===== config.mk =====
export PLATFORM = sky130hd
export DESIGN_NAME = mealy_seq_det_10010_sar
export DESIGN_NICKNAME = d
export VERILOG_FILES = /design/src/rtl/mealy_seq_det_10010_sar_pkg.sv /design/src/rtl/mealy_seq_det_10010_sar.sv
export SDC_FILE = /design/constraint.sdc
export NUM_CORES = 1
export LEC_CHECK = 0
export CORE_AREA = 3 3 40 42
export CTS_CLUSTER_SIZE = 10
export DETAILED_ROUTE_END_ITERATION = 7
export DIE_AREA = 0 0 43 45
export GPL_TIMING_DRIVEN = 0
export MAX_ROUTING_LAYER = met4
export SLEW_MARGIN = 10
export SYNTH_ARGS = -nofsm -noshare
export SYNTH_HDL_FRONTEND = slang
export SYNTH_SLANG_ARGS = --single-unit

===== constraint.sdc =====
create_clock -name clk -period 2 [get_ports clk]
set_input_delay 0.4 -clock clk [delete_from_list [all_inputs] [get_ports clk]]
set_output_delay 0.4 -clock clk [all_outputs]
set_load 0.01 [all_outputs]

===== src/rtl/mealy_seq_det_10010_sar_pkg.sv =====
// Shared definitions for the 1-0-0-1-0 serial pattern detector.
// State encoding and pattern constants live here so tools and benches agree on them.
package mealy_seq_det_10010_sar_pkg;

    localparam int unsigned PATTERN_LEN = 5;
    localparam logic [PATTERN_LEN-1:0] PATTERN = 5'b10010;

    // State name reflects the longest pattern prefix seen so far.
    typedef enum logic [2:0] {
        S_IDLE = 3'd0,
        S_1    = 3'd1,
        S_10   = 3'd2,
        S_100  = 3'd3,
        S_1001 = 3'd4
    } state_t;

endpackage


===== src/rtl/mealy_seq_det_10010_sar.sv =====
// Mealy detector for the serial pattern 1,0,0,1,0 (first bit first).
// The detect flag is combinational and asserts while the fifth bit is on the input.
//
//   state  | meaning
//   -------+--------------------------------------------
//   S_IDLE | no useful prefix seen
//   S_1    | last bits are "1"
//   S_10   | last bits are "10"
//   S_100  | last bits are "100"
//   S_1001 | last bits are "1001"; a 0 now completes it
module mealy_seq_det_10010_sar
    import mealy_seq_det_10010_sar_pkg::*;
#(
    parameter int OVERLAP = 1
) (
    input  logic clk,
    input  logic rst_n,
    input  logic in,
    output logic out
);

    state_t state;
    state_t state_nxt;
    logic   detect;

    // rst_n is an active-high reset despite its name.
    always_ff @(posedge clk or posedge rst_n) begin
        if (rst_n) begin
            state <= S_IDLE;
        end else begin
            state <= state_nxt;
        end
    end

    always_comb begin
        state_nxt = S_IDLE;
        detect    = 1'b0;
        case (state)
            S_IDLE: state_nxt = in ? S_1 : S_IDLE;
            S_1:    state_nxt = in ? S_1 : S_10;
            S_10:   state_nxt = in ? S_1 : S_100;
            S_100:  state_nxt = in ? S_1001 : S_IDLE;
            S_1001: begin
                if (in) begin
                    state_nxt = S_1;
                end else begin
                    detect = 1'b1;
                    // Trailing "10" of a hit seeds the next match only in overlap mode.
                    state_nxt = (OVERLAP != 0) ? S_10 : S_IDLE;
                end
            end
            default: begin
                state_nxt = S_IDLE;
                detect    = 1'b0;
            end
        endcase
    end

    assign out = detect & ~rst_n;

endmodule


==> flow_summary.yaml <==
status:
  outcome: "finished clean"
global_routing:
  grtUsageMet2_pct: 4.49
  grt_pass1_vias: 122
  grt_use_met1_pct: 2.43
  top_usage_layer: "met4"
  grt_pass1_wl_um: 448
  grt_max_degree: 7
  overflow: 0
  met3_usage_pct: 3.98
  antenna_found_initial: 0
  grt.total_usage_pct: 4.04
setup_path:
  max_stage_delay_ps: 470
  critPathSlowestCell: "clkdlybuf4s50_1"
  cp_top_family: "buffers and inverters"
  crit_chain: "clkdlybuf4s50_1 -> inv_2 -> and4_1 -> dlygate4sd2_1"
  path_class: "primary input to output pin"
  rr_worst_depth: 2
  rrSetupSlack_ps: 1080
  worstPathArrival_ps: 1370
  critPathMaxFanout: 4
  worstSetupStartpointType: "primary input"
  required_ps: 1600
  end_kind: "output pin"
  reg2reg_to: "state[0]"
  r2r_start: "state[0]"
  worstPathBufferInverterCount: 3
pwr:
  p_sw_mw: 0.0838
  leakage_nw: 0.112
  netSwitchingFraction_pct: 30.3
  clock_power_share_pct: 37.9
  combPwrFrac_pct: 21.5
  power_frac_seq_pct: 40.6
  total_power_mw: 0.277
  powerDensity_nw_per_um2: 1250
  irDropWorstVdd_uv: 293
  intPower_mw: 0.193
layout:
  reg_top3: "state: 3 flops"
  largest-register: "state"
  largest_register_ffs: 3
  fin_nets: 26
  drive_gt1_share_pct: 18.2
  n_antenna_cell: 0
  synthToLayoutAreaGrowth_pct: 50.0
  n_fill_cell: 150
  final_area_um2: 221
routing:
  dr.pass1.iters: 2
  routed_wl_um: 263
  viasPerCell: 3.30
  ant_nets: 0
  dr_total_vias: 122
  drcViolationCount: 0
  drt_iter0_drc: 3
  wire_per_inst_um: 7.11
clock_tree:
  cts.sinks: 3
  post_cts_resized: 2
  clockBufferDepth: 2
  root_buffer: "clkbuf_4"
  clk_pin_slew_ps: 40
  cts_buffers: 3
  postCtsSetupBuffers: 0
  htree_levels: 1
  cts_tree: "done"
  insertion_delay_ps: 230
  holdBufCountCts: 0
sta:
  skew_ps: 0.640
  setup-violations-final: 0
  maxSlewHeadroom_pct: 83.5
  fmax_ghz: 0.564
  min_period_ps: 1770
  worst_slack_ps: 226
  rsz0062_at_grt: "false"
  min_period_over_period_pct: 88.7
  tightest_slew_ps: 246
  hold_viol_final: 0
  tns_ps: 0
  slew_violations: 0
logic_synthesis:
  netlist_area_um2: 148
  avgSynthCellArea_um2: 9.84
  yosys_warnings: 0
  synth.ff_latch_count: 3
  syn_nets: 18
  synth_cells: 15
  yosysUniqueCellTypes: 11
  ys_seq_area_share_pct: 50.8
floorplan:
  initial_core_util_pct: 11.5
  die_h_um: 45
  die_x_um: 43
  ioPinCount: 4
  row_count: 13
  core_um2: 1280
  dieArea_um2: 1940
placement:
  dp_slack_ps: -62.7
  port-buffer-count: 3
  placed_area_um2: 196
  gp_congestion: 0.642
min_path:
  min-delay-path-class: "primary input to asynchronous set/reset pin"
job:
  drv_cap: 0
## how the worst max path moves through the flow
stage | start | to | slack, ps | depth (start not counted)
3_5_place_dp | rst_n | out | -60 | 4
2_1_floorplan | rst_n | out | 870 | 2
3_3_place_gp | rst_n | out | -60 | 4
6_report | rst_n | out | 230 | 4
4_1_cts | rst_n | out | 210 | 4
5_1_grt | rst_n | out | 190 | 4
## cells by family (layout without fill, tap and decap cells)
family	count (synthesis)	after routing	synth area share [%]
AO/OA/AOI/OAI	3	3	16.1
buffers and inverters	2	9	5.09
flip-flops	3	3	50.8
XOR/XNOR	1	1	5.93
AND/OR/NAND/NOR	6	6	22.0
## stage by stage
step	util [%]	instances	hold WS, ps
after floorplan	-	15	159
after global placement	15.3	33	556
after detailed placement	15.3	33	561
after CTS	17.2	37	336
after global routing	17.2	37	343
final	17.2	37	342
## routing by layer
layer / vias up / wire [um]
li1: 65 / -
met1: 54 / 107
met2: 3 / 123
met3: 0 / 32
met4: 0 / 0
met5: - / 0
## cell usage after synthesis (all sizes together)
master  n  area, um^2
and2    1        6.26
nand2b  1        6.26
dfrtp   3        75.1
xor2    1        8.76
inv     2        7.51
nor2    2        7.51
o211a   1        10.0
o21ai   1        5.00
o32ai   1        8.76
nand2   1        3.75
and4    1        8.76
## worst reg2reg max path, stage by stage (launching register included)
cell and delay, ps:
dfrtp_1 420, and2_1 160, o32ai_1 240
## power groups by stage
| stage | registers (mW) | logic [mW] | clock network (mW) |
|---|---|---|---|
| 6_report | 0.112 | 0.0595 | 0.105 |
| 5_1_grt | 0.116 | 0.0672 | 0.118 |
| 4_1_cts | 0.113 | 0.0606 | 0.111 |
| 3_5_place_dp | 0.113 | 0.0599 | 0 |
| 3_3_place_gp | 0.113 | 0.0578 | 0 |
| 2_1_floorplan | 0.109 | 0.0475 | 0 |
## area by class of cell
class | instances | area (um^2) | share of cell area, %
clock buffer | 4 | 26.3 | 11.9
timing repair buffer | 3 | 28.8 | 13.0
inverter | 2 | 7.51 | 3.39
sequential | 3 | 75.1 | 33.9
tap | 15 | 18.8 | 8.47
multi-input combinational | 10 | 65.1 | 29.4
## layout by cell type (no fill, tap or decap), drive strengths merged
cell	count
nand2	1
nand2b	1
clkbuf	4
o21ai	1
clkdlybuf4s50	2
o211a	1
dfrtp	3
and4	1
and2	1
dlygate4sd2	1
xor2	1
o32ai	1
nor2	2
inv	2
Note: power is estimated with default switching activity, not from simulation.
